### config.mk
export PLATFORM = sky130hd
export DESIGN_NAME = pf_iod_eye_train_ctrl_flat
export DESIGN_NICKNAME = d
export VERILOG_FILES = /design/src/rtl/pf_iod_eye_train_ctrl_if.sv /design/src/rtl/pf_iod_eye_train_ctrl.sv /design/src/flat_wrapper.sv
export SDC_FILE = /design/constraint.sdc
export NUM_CORES = 1
export LEC_CHECK = 0
export BUFFER_PORTS_ARGS = -buffer_cell sky130_fd_sc_hd__buf_2
export CORE_MARGIN = 2
export CORE_UTILIZATION = 50
export CTS_CLUSTER_SIZE = 16
export DETAILED_ROUTE_END_ITERATION = 16
export GPL_ROUTABILITY_DRIVEN = 0
export PLACE_DENSITY_LB_ADDON = 0.15
export SYNTH_ARGS = -nofsm -noshare
export SYNTH_HDL_FRONTEND = slang
export SYNTH_SLANG_ARGS = --single-unit
### constraint.sdc
create_clock -name FAB_CLK -period 6.2 [get_ports FAB_CLK]
set_clock_uncertainty 0.1 [all_clocks]
set_input_delay 0.93 -clock FAB_CLK [delete_from_list [all_inputs] [get_ports FAB_CLK]]
set_output_delay 0.93 -clock FAB_CLK [all_outputs]
set_load 0.03 [all_outputs]
### src/rtl/pf_iod_eye_train_ctrl_if.sv
// Fabric-to-IOD eye-training pins plus the sequencer start/status handshake for one lane.
// The controller drives the IOD pulses and status; the slave side is the sequencer/IOD pair.
interface pf_iod_eye_train_ctrl_if;
    logic       TRAIN_START;
    logic       EYE_MONITOR_EARLY;
    logic       EYE_MONITOR_LATE;
    logic       DELAY_LINE_OUT_OF_RANGE;
    logic       EYE_MONITOR_CLEAR_FLAGS;
    logic       DELAY_LINE_LOAD;
    logic       DELAY_LINE_MOVE;
    logic       DELAY_LINE_DIRECTION;
    logic [7:0] TAP_POS;
    logic [7:0] WIN_START;
    logic [7:0] WIN_END;
    logic       TRAIN_BUSY;
    logic       TRAIN_DONE;
    logic       TRAIN_ERR;

    modport master (
        input  TRAIN_START, EYE_MONITOR_EARLY, EYE_MONITOR_LATE, DELAY_LINE_OUT_OF_RANGE,
        output EYE_MONITOR_CLEAR_FLAGS, DELAY_LINE_LOAD, DELAY_LINE_MOVE, DELAY_LINE_DIRECTION,
               TAP_POS, WIN_START, WIN_END, TRAIN_BUSY, TRAIN_DONE, TRAIN_ERR
    );

    modport slave (
        output TRAIN_START, EYE_MONITOR_EARLY, EYE_MONITOR_LATE, DELAY_LINE_OUT_OF_RANGE,
        input  EYE_MONITOR_CLEAR_FLAGS, DELAY_LINE_LOAD, DELAY_LINE_MOVE, DELAY_LINE_DIRECTION,
               TAP_POS, WIN_START, WIN_END, TRAIN_BUSY, TRAIN_DONE, TRAIN_ERR
    );
endinterface

### src/rtl/pf_iod_eye_train_ctrl.sv
// Eye-monitor training: scans delay taps for the first passing window, then centres the delay line on it.
// All outputs registered (LOAD the cycle after START, DWELL_CYC+3 cycles per tap); no backpressure, START ignored while busy.
module pf_iod_eye_train_ctrl #(
    parameter int TAP_MAX   = 127,
    parameter int DWELL_CYC = 16,
    parameter int MIN_WIN   = 4
) (
    input logic                    FAB_CLK,
    input logic                    SYNC_RST,
    pf_iod_eye_train_ctrl_if.master io
);
    localparam int              DW         = (DWELL_CYC > 1) ? $clog2(DWELL_CYC) : 1;
    localparam logic [7:0]      TAP_LAST   = 8'(TAP_MAX);
    localparam logic [DW-1:0]   DWELL_LAST = DW'(DWELL_CYC - 1);
    localparam logic [8:0]      MIN_W      = 9'(MIN_WIN);

    typedef enum logic [3:0] {
        S_IDLE, S_LOAD, S_CLEAR, S_DWELL, S_EVAL, S_STEP, S_RETURN, S_DONE, S_ERR
    } state_t;

    state_t        state, state_nxt;
    logic [7:0]    tap_pos, tap_nxt;
    logic [7:0]    win_start, ws_nxt;
    logic [7:0]    win_end, we_nxt;
    logic [7:0]    centre, centre_nxt;
    logic          found, found_nxt;
    logic [DW-1:0] dwell_cnt, dwell_nxt;
    logic          fail, active, decide;
    logic [8:0]    width;

    logic load_q, clear_q, move_q, dir_q, busy_q, done_q, err_q;
    logic load_nxt, clear_nxt, move_nxt, dir_nxt, busy_nxt, done_nxt, err_nxt;

    assign fail   = io.EYE_MONITOR_EARLY | io.EYE_MONITOR_LATE;
    assign active = !(state inside {S_IDLE, S_DONE, S_ERR});

    // State, datapath and registered outputs
    always_ff @(posedge FAB_CLK) begin
        if (SYNC_RST) begin
            state     <= S_IDLE;
            tap_pos   <= '0;
            win_start <= '0;
            win_end   <= '0;
            centre    <= '0;
            found     <= 1'b0;
            dwell_cnt <= '0;
            load_q    <= 1'b0;
            clear_q   <= 1'b0;
            move_q    <= 1'b0;
            dir_q     <= 1'b0;
            busy_q    <= 1'b0;
            done_q    <= 1'b0;
            err_q     <= 1'b0;
        end else begin
            state     <= state_nxt;
            tap_pos   <= tap_nxt;
            win_start <= ws_nxt;
            win_end   <= we_nxt;
            centre    <= centre_nxt;
            found     <= found_nxt;
            dwell_cnt <= dwell_nxt;
            load_q    <= load_nxt;
            clear_q   <= clear_nxt;
            move_q    <= move_nxt;
            dir_q     <= dir_nxt;
            busy_q    <= busy_nxt;
            done_q    <= done_nxt;
            err_q     <= err_nxt;
        end
    end

    always_comb begin
        state_nxt  = state;
        tap_nxt    = tap_pos;
        ws_nxt     = win_start;
        we_nxt     = win_end;
        centre_nxt = centre;
        found_nxt  = found;
        dwell_nxt  = dwell_cnt;
        decide     = 1'b0;
        width      = '0;
        if (io.DELAY_LINE_OUT_OF_RANGE && active) begin
            state_nxt = S_ERR;
        end else begin
            unique case (state)
                S_IDLE, S_DONE, S_ERR: begin
                    if (io.TRAIN_START) begin
                        state_nxt = S_LOAD;
                        ws_nxt    = '0;
                        we_nxt    = '0;
                        found_nxt = 1'b0;
                    end
                end
                S_LOAD: begin
                    tap_nxt   = '0;
                    state_nxt = S_CLEAR;
                end
                S_CLEAR: begin
                    dwell_nxt = '0;
                    state_nxt = S_DWELL;
                end
                S_DWELL: begin
                    if (dwell_cnt == DWELL_LAST) state_nxt = S_EVAL;
                    else                         dwell_nxt = dwell_cnt + 1'b1;
                end
                S_EVAL: begin
                    if (!fail) begin
                        if (!found) begin
                            found_nxt = 1'b1;
                            ws_nxt    = tap_pos;
                        end
                        if (tap_pos == TAP_LAST) begin
                            we_nxt = TAP_LAST;
                            decide = 1'b1;
                        end else begin
                            state_nxt = S_STEP;
                        end
                    end else if (found) begin
                        we_nxt = tap_pos - 8'd1;
                        decide = 1'b1;
                    end else if (tap_pos == TAP_LAST) begin
                        state_nxt = S_ERR;
                    end else begin
                        state_nxt = S_STEP;
                    end
                    // Window closed this cycle: either reject it or head back to its centre
                    if (decide) begin
                        width = {1'b0, we_nxt} - {1'b0, ws_nxt} + 9'd1;
                        if (width < MIN_W) begin
                            state_nxt = S_ERR;
                        end else begin
                            centre_nxt = 8'(({1'b0, ws_nxt} + {1'b0, we_nxt}) >> 1);
                            state_nxt  = S_RETURN;
                        end
                    end
                end
                S_STEP: begin
                    tap_nxt   = tap_pos + 8'd1;
                    state_nxt = S_CLEAR;
                end
                S_RETURN: begin
                    if (move_q)                tap_nxt   = tap_pos - 8'd1;
                    else if (tap_pos <= centre) state_nxt = S_DONE;
                end
                default: state_nxt = S_IDLE;
            endcase
        end
    end

    // Outputs are decoded from the next state so every pulse is a clean register output
    always_comb begin
        load_nxt  = (state_nxt == S_LOAD);
        clear_nxt = (state_nxt == S_CLEAR);
        move_nxt  = 1'b0;
        dir_nxt   = 1'b0;
        if (state_nxt == S_STEP) begin
            move_nxt = 1'b1;
            dir_nxt  = 1'b1;
        end else if (state_nxt == S_RETURN && !(state == S_RETURN && move_q)
                     && tap_nxt > centre_nxt) begin
            move_nxt = 1'b1;
        end
        busy_nxt = !(state_nxt inside {S_IDLE, S_DONE, S_ERR});
        done_nxt = (state_nxt == S_DONE);
        err_nxt  = (state_nxt == S_ERR);
    end

    assign io.DELAY_LINE_LOAD         = load_q;
    assign io.EYE_MONITOR_CLEAR_FLAGS = clear_q;
    assign io.DELAY_LINE_MOVE         = move_q;
    assign io.DELAY_LINE_DIRECTION    = dir_q;
    assign io.TAP_POS                 = tap_pos;
    assign io.WIN_START               = win_start;
    assign io.WIN_END                 = win_end;
    assign io.TRAIN_BUSY              = busy_q;
    assign io.TRAIN_DONE              = done_q;
    assign io.TRAIN_ERR               = err_q;
endmodule

### src/flat_wrapper.sv
// flat-port wrapper written by rule: the top's interface ports become plain ports
module pf_iod_eye_train_ctrl_flat 
#(
    parameter int TAP_MAX   = 127,
    parameter int DWELL_CYC = 16,
    parameter int MIN_WIN   = 4
)
  (FAB_CLK, SYNC_RST, io_TRAIN_START, io_EYE_MONITOR_EARLY, io_EYE_MONITOR_LATE, io_DELAY_LINE_OUT_OF_RANGE, io_EYE_MONITOR_CLEAR_FLAGS, io_DELAY_LINE_LOAD, io_DELAY_LINE_MOVE, io_DELAY_LINE_DIRECTION, io_TAP_POS, io_WIN_START, io_WIN_END, io_TRAIN_BUSY, io_TRAIN_DONE, io_TRAIN_ERR);
  pf_iod_eye_train_ctrl_if io_i ();
  input logic FAB_CLK;
  input logic SYNC_RST;
  input wire logic [$bits(io_i.TRAIN_START)-1:0] io_TRAIN_START;
  input wire logic [$bits(io_i.EYE_MONITOR_EARLY)-1:0] io_EYE_MONITOR_EARLY;
  input wire logic [$bits(io_i.EYE_MONITOR_LATE)-1:0] io_EYE_MONITOR_LATE;
  input wire logic [$bits(io_i.DELAY_LINE_OUT_OF_RANGE)-1:0] io_DELAY_LINE_OUT_OF_RANGE;
  output wire logic [$bits(io_i.EYE_MONITOR_CLEAR_FLAGS)-1:0] io_EYE_MONITOR_CLEAR_FLAGS;
  output wire logic [$bits(io_i.DELAY_LINE_LOAD)-1:0] io_DELAY_LINE_LOAD;
  output wire logic [$bits(io_i.DELAY_LINE_MOVE)-1:0] io_DELAY_LINE_MOVE;
  output wire logic [$bits(io_i.DELAY_LINE_DIRECTION)-1:0] io_DELAY_LINE_DIRECTION;
  output wire logic [$bits(io_i.TAP_POS)-1:0] io_TAP_POS;
  output wire logic [$bits(io_i.WIN_START)-1:0] io_WIN_START;
  output wire logic [$bits(io_i.WIN_END)-1:0] io_WIN_END;
  output wire logic [$bits(io_i.TRAIN_BUSY)-1:0] io_TRAIN_BUSY;
  output wire logic [$bits(io_i.TRAIN_DONE)-1:0] io_TRAIN_DONE;
  output wire logic [$bits(io_i.TRAIN_ERR)-1:0] io_TRAIN_ERR;
  assign io_i.TRAIN_START = io_TRAIN_START;
  assign io_i.EYE_MONITOR_EARLY = io_EYE_MONITOR_EARLY;
  assign io_i.EYE_MONITOR_LATE = io_EYE_MONITOR_LATE;
  assign io_i.DELAY_LINE_OUT_OF_RANGE = io_DELAY_LINE_OUT_OF_RANGE;
  assign io_EYE_MONITOR_CLEAR_FLAGS = io_i.EYE_MONITOR_CLEAR_FLAGS;
  assign io_DELAY_LINE_LOAD = io_i.DELAY_LINE_LOAD;
  assign io_DELAY_LINE_MOVE = io_i.DELAY_LINE_MOVE;
  assign io_DELAY_LINE_DIRECTION = io_i.DELAY_LINE_DIRECTION;
  assign io_TAP_POS = io_i.TAP_POS;
  assign io_WIN_START = io_i.WIN_START;
  assign io_WIN_END = io_i.WIN_END;
  assign io_TRAIN_BUSY = io_i.TRAIN_BUSY;
  assign io_TRAIN_DONE = io_i.TRAIN_DONE;
  assign io_TRAIN_ERR = io_i.TRAIN_ERR;
  pf_iod_eye_train_ctrl #(.TAP_MAX(TAP_MAX), .DWELL_CYC(DWELL_CYC), .MIN_WIN(MIN_WIN)) u_core (.FAB_CLK(FAB_CLK), .SYNC_RST(SYNC_RST), .io(io_i));
endmodule
**Word level (Yosys, flattened, before mapping)**

Index checks and enable logic that the tools add are counted.

- Register bits after elaboration: 48
- Bits in latches: 0
- RAM bits: 0
- ROM bits: 0
- Input bits: 6
- Word-level logic and storage cells: 106
- Memories kept: 0

- Add/subtract/negate cells: 6
- Multiply operators: 0
- Div/mod/pow operators: 0
- Magnitude comparators: 3
- Eq/ne operators: 19
- Shift-type cells: 0
- Muxes and demuxes: 44
- Bitwise logic cells: 2
- Reductions and logical operators: 18

Operators with widths:

| kind | count |
|---|---|
| $mux 8 | 16 |
| $mux 4 | 12 |
| $pmux 8 s2 | 2 |
| $eq 4x3->1 const B | 7 |
| $pmux 4 s6 | 1 |
| $pmux 8 s3 | 1 |
| $eq 4x2->1 const B | 3 |
| $eq 4x4->1 const B | 3 |
| $mux 1 | 10 |
| $add 8x8->9 | 1 |
| $add 9x1->9 const B | 1 |
| $lt 9x3->1 const B | 1 |
| $sub 8x8->9 | 1 |
| $add 8x1->8 const B | 1 |
| $eq 4x1->1 const B | 2 |
| $eq 8x7->1 const B | 1 |
| $gt 8x8->1 | 1 |
| $le 8x8->1 | 1 |
| $logic_not 4->1 | 2 |
| $pmux 4 s2 | 1 |
| $sub 8x1->8 const B | 1 |
| $ne 2x2->1 const B | 3 |
| $reduce_and 3->1 | 2 |
| $reduce_bool 3->1 | 2 |
| 10 further kinds | 16 |

**Logic depth before layout (Yosys ltp)**

- Word-level depth: 17
- Gate-level depth with buffers: 29
- Gate-level depth less buffers: 27

**Worst setup path after synthesis**

OpenSTA, ideal clock, no wires.

- Path kind: input -> register
- Start point: input port io_EYE_MONITOR_LATE
- End point: register u_core.move_q, in the netlist u_core.io.DELAY_LINE_MOVE
- Arrival: 5.636 ns
- Required time: 5.963 ns
- Slack: 0.327 ns
- Cell stages on the path: 28
- Cells stage by stage: nor2_1 nor2b_1 clkbuf_1 a21o_1 clkbuf_1 nor2_1 a21oi_1 ha_1 inv_1 ha_1 clkbuf_1 a211oi_1 o211a_1 o2111ai_1 nor4_1 nand4_1 nand3_1 buf_2 mux2i_1 ha_1 nor2b_1 o21a_1 o21a_1 o21a_1 o21bai_1 a21oi_1 nand4bb_1 a211oi_1

- Cells in the longest elaborated chain, start to end: 16
- Elaborated cells between the ends (all ways): 30

RTL lines:

| item | line | source |
|---|---|---|
| start, declared | flat_wrapper.sv:14 | `input wire logic [$bits(io_i.EYE_MONITOR_LATE)-1:0] io_EYE_MONITOR_LATE;` |
| $or 1x1->1 * | pf_iod_eye_train_ctrl.sv:34 | `assign fail = io.EYE_MONITOR_EARLY \| io.EYE_MONITOR_LATE;` |
| parallel branches: the longest is 14 deep, another holds $sub 8x8->9 | -- |  |
| $mux 1 * | pf_iod_eye_train_ctrl.sv:156 | `if (state_nxt == S_STEP) begin` |
| end signal, assigned | pf_iod_eye_train_ctrl.sv:64 | `move_q <= move_nxt;` |
| end, declared | pf_iod_eye_train_ctrl.sv:31 | `logic load_q, clear_q, move_q, dir_q, busy_q, done_q, err_q;` |

Mark *: on every way between the ends. The select of a mux whose other input is x is not followed.
A chain may end at the register's enable or synchronous reset.

**Worst setup path after layout**

- Start point: input port io_EYE_MONITOR_LATE
- End point: register u_core.move_q, in the netlist u_core.io.DELAY_LINE_MOVE

- Elaborated cells between the ends (all ways): 30

RTL lines:

| item | line | source |
|---|---|---|
| $or 1x1->1 * | pf_iod_eye_train_ctrl.sv:34 |  |
| $mux 8 | pf_iod_eye_train_ctrl.sv:107 | `if (!fail) begin` |
| $mux 8 | pf_iod_eye_train_ctrl.sv:85 | `unique case (state)` |
| $mux 8 | pf_iod_eye_train_ctrl.sv:82 | `if (io.DELAY_LINE_OUT_OF_RANGE && active) begin` |
| $sub 8x8->9 | pf_iod_eye_train_ctrl.sv:128 | `width = {1'b0, we_nxt} - {1'b0, ws_nxt} + 9'd1;` |
| $add 9x1->9 | pf_iod_eye_train_ctrl.sv:128 |  |
| $lt 9x3->1 | pf_iod_eye_train_ctrl.sv:129 | `if (width < MIN_W) begin` |
| $mux 8 | pf_iod_eye_train_ctrl.sv:129 |  |
| $mux 8 * | pf_iod_eye_train_ctrl.sv:127 | `if (decide) begin` |
| $mux 8 * | pf_iod_eye_train_ctrl.sv:85 |  |
| $mux 8 * | pf_iod_eye_train_ctrl.sv:82 |  |
| via u_core.centre_nxt[0] | pf_iod_eye_train_ctrl.sv:25 | `logic [7:0] centre, centre_nxt;` |
| $gt 8x8->1 * | pf_iod_eye_train_ctrl.sv:160 | `&& tap_nxt > centre_nxt) begin` |
| $logic_and 1x1->1 * | pf_iod_eye_train_ctrl.sv:160 |  |
| $mux 1 * | pf_iod_eye_train_ctrl.sv:159 | `end else if (state_nxt == S_RETURN && !(state == S_RETURN && move_q)` |
| $mux 1 * | pf_iod_eye_train_ctrl.sv:156 |  |

The timed path passes the listed nets; every way through them passes the cells marked *. The select of a mux whose other input is x is not followed.

==> flow_summary.toml <==
[clock_tree]
cts_root_buf = "clkbuf_8"
h-tree-depth = 2
clkTransAtPathRegs_ns = 0.09
clock_sinks = 48
clockBufferDepth = 2
cts_tree = "yes"
cts_buffers = 5
insertion_delay_ns = 0.30

[timing]
hold-worst-slack_ns = 0.409
slew_viol_final = 0
fmax_mhz = 169
rsz0062_at_grt = "no"
slew_headroom_pct = 18.8
setup_viol = 0
tightest_slew_ns = 1.22
fin_crit_sh_pct = 95.5
period_needed_ns = 5.92
hold_viol = 0
final.setup.tns_ns = 0

[power_and_ir_drop]
power.total_w = 0.000775
power_density_nw_per_um2 = 184
p_leak_nw = 1.89
irDropWorstVdd_uv = 143

[synthesis]
seq_area_frac_synth_pct = 25.6
async_reset_ff_share_pct = 0
avgSynthCellArea_sq_um = 7.95
syn_area_sq_um = 3750
ys_ff_latch = 48
ys_warn_count = 0
syn-num-nets = 519
synth_edf_count = 0
synthCells = 472
synth.distinct_cells = 62
synthFlopType = "dfxtp_1"

[layout]
final_common_cell = "nor2_1"
nNetsFinal = 560
area_growth_pct = 12.3
final_cell_mix = "nor2_1 (54), dfxtp_1 (48), ha_1 (39)"
seq_area_sq_um = 961
multi_input_area_sq_um = 2610
fillers = 703
drive_above_1_share_pct = 13.8
n_antenna_cell = 0

[floorplan]
coreArea_sq_um = 7250
rows = 31
die-area_sq_um = 8210
fp.dieH_um = 90.6
start_util_pct = 51.7
chipWidth_um = 90.6
io_pins = 37

[critical_path]
r2r_slack_ns = 0.33
r2r_end = "u_core.io.DELAY_LINE_MOVE$_SDFF_PP0_"
cp-end-kind = "flop"
critical_path_buf_inv_count = 2
cp-start-kind = "input port"
crit_family = "simple AND/OR/NAND/NOR gates"
arrival_ns = 6.03
cp.required_ns = 6.31
cpPeakStageDelay_ns = 0.42
critPathSlowestCell = "fa_1"
path_max_fanout = 12
rr_startpoint = "u_core.io.TAP_POS[0]$_SDFF_PP0_"
critPathKind = "in2reg"
worst_r2r_path_depth = 27

[routing]
drt_iter0_markers = 222
routed_via_density = 6.08
wl_per_cell_um = 17.5
drt_wl_total_um = 10700
vias = 3726
detail_route.first_pass.iterations = 5
antenna_left = 0
route.detailed.drc = 0

[global_routing]
grt_pass1_wl_um = 17300
grt_pass1_vias = 3470
grt_remaining_overflow = 0
antenna_found_initial = 0
grt_max_degree = 34
grtUsageTotal_pct = 25.9

[job]
maxCapViolations = 0

[hold_path]
hp-class = "reg2reg"
whs_path_depth = 2
min_to = "u_core.centre[7]$_SDFF_PP0_"
min_from = "u_core.centre[7]$_SDFF_PP0_"

[run_status]
status = "finished clean"

[placed_design]
dp_hpwl_um = 8310
portBuffers = 36
-- how the worst max path moves through the flow --
stage                                    start  slack (ns)  cells past startpoint                              endpoint
4_1_cts        u_core.io.TAP_POS[0]$_SDFF_PP0_        0.21                     27  u_core.io.DELAY_LINE_MOVE$_SDFF_PP0_
5_1_grt                    io_EYE_MONITOR_LATE        0.03                     24  u_core.io.DELAY_LINE_MOVE$_SDFF_PP0_
6_report                   io_EYE_MONITOR_LATE        0.28                     28  u_core.io.DELAY_LINE_MOVE$_SDFF_PP0_
2_1_floorplan              io_EYE_MONITOR_LATE        0.33                     28  u_core.io.DELAY_LINE_MOVE$_SDFF_PP0_
3_3_place_gp               io_EYE_MONITOR_LATE        0.26                     28  u_core.io.DELAY_LINE_MOVE$_SDFF_PP0_
3_5_place_dp               io_EYE_MONITOR_LATE        0.11                     28  u_core.io.DELAY_LINE_MOVE$_SDFF_PP0_
-- cell type report --
| type | count | area share (%) |
|---|---|---|
| Timing Repair Buffer | 55 | 7.66 |
| Clock buffer | 7 | 1.81 |
| Tap cell | 99 | 2.94 |
| Inverter | 29 | 2.58 |
| Clock inverter | 1 | 0.208 |
| Sequential cell | 48 | 22.8 |
| Multi-Input combinational cell | 374 | 62.0 |
-- logic make-up after synthesis --
family	count (synthesis)	share of synthesized area (%)
and+or+nand+nor	162	22.1
AOI/OAI and AO/OA	144	26.0
buffers and inverters	50	5.27
DFF	48	25.6
adders and majority gates	41	14.1
muxes	16	4.37
xor gates and xnor gates	11	2.57
-- cells in the mapped netlist, types with 2 or more instances --
cell type,n,area [sq um]
buf_2,2,10.0
o211a_1,3,30.0
nor3_1,11,55.1
nand2b_1,3,18.8
o31ai_1,4,30.0
o32a_1,3,30.0
nor2_1,54,203
nor4_1,4,25.0
nand3_1,13,65.1
o221ai_1,2,17.5
or2_2,2,12.5
o21bai_1,4,30.0
a21o_1,7,52.6
a211oi_1,16,120
xnor2_1,7,61.3
nand4_1,4,25.0
a22o_1,3,26.3
xor2_1,4,35.0
dfxtp_1,48,961
o22ai_1,3,18.8
a22oi_1,10,75.1
and3_1,6,37.5
and4b_1,2,20.0
nor2b_1,20,125
fa_1,2,40.0
mux2i_1,15,150
ha_1,39,488
o21a_1,8,60.1
o31a_1,5,43.8
a41oi_1,4,35.0
nand2_1,30,113
inv_1,29,109
o21ai_0,25,125
a31oi_1,5,31.3
a21oi_1,32,160
clkbuf_1,17,63.8
-- worst register-to-register path, delay by kind of cell (launching register included) --
family / cells / cell delay (ns)
AND/OR/NAND/NOR: 10 / 1.97
XOR/XNOR: 1 / 0.28
AO/OA/AOI/OAI: 10 / 1.71
flip-flops: 1 / 0.39
buffers and inverters: 3 / 0.50
adder cells (fa/ha/maj): 3 / 0.84
-- routing by layer --
layer  global-route usage [%]  wire [um]  up-vias
met1                     36.2       5090     1763
met3                     3.59        584       16
met4                     5.77        174        0
li1                         -          -     1810
met5                        0          0        -
met2                     42.3       4870      137
-- flip-flops by register name (all words and copies together) (netlist names) --
register / flops
u_core.centre: 8
u_core.dwell_cnt: 4
u_core.found: 1
u_core.io.DELAY_LINE_DIRECTION: 1
u_core.io.DELAY_LINE_LOAD: 1
u_core.io.DELAY_LINE_MOVE: 1
u_core.io.EYE_MONITOR_CLEAR_FLAGS: 1
u_core.io.TAP_POS: 8
u_core.io.TRAIN_BUSY: 1
u_core.io.TRAIN_DONE: 1
u_core.io.TRAIN_ERR: 1
u_core.io.WIN_END: 8
u_core.io.WIN_START: 8
u_core.state: 4
-- power breakdown --
part / switching (W) / internal (W)
Sequential: 0.0000171 / 0.000322
Clock: 0.000108 / 0.0000809
Combinational: 0.000152 / 0.0000953
-- stage by stage --
step / std cells / util, % / instance area, sq um / setup WS, ns
2_1_floorplan: 472 / - / 3750 / 0.327
3_3_place_gp: 605 / 56.8 / 4120 / 0.256
3_5_place_dp: 605 / 56.8 / 4120 / 0.112
4_1_cts: 613 / 57.9 / 4200 / 0.212
5_1_grt: 613 / 58.1 / 4210 / 0.0265
6_report: 613 / 58.1 / 4210 / 0.280
-- timing repair --
item / 4_1_cts / 5_1_grt
gates resized for setup: 0 / 3
setup buffers: 0 / 0
hold buffers: 0 / 0
setup endpoints to repair: 0 / 1
Note: power is estimated with default switching activity, not from simulation.
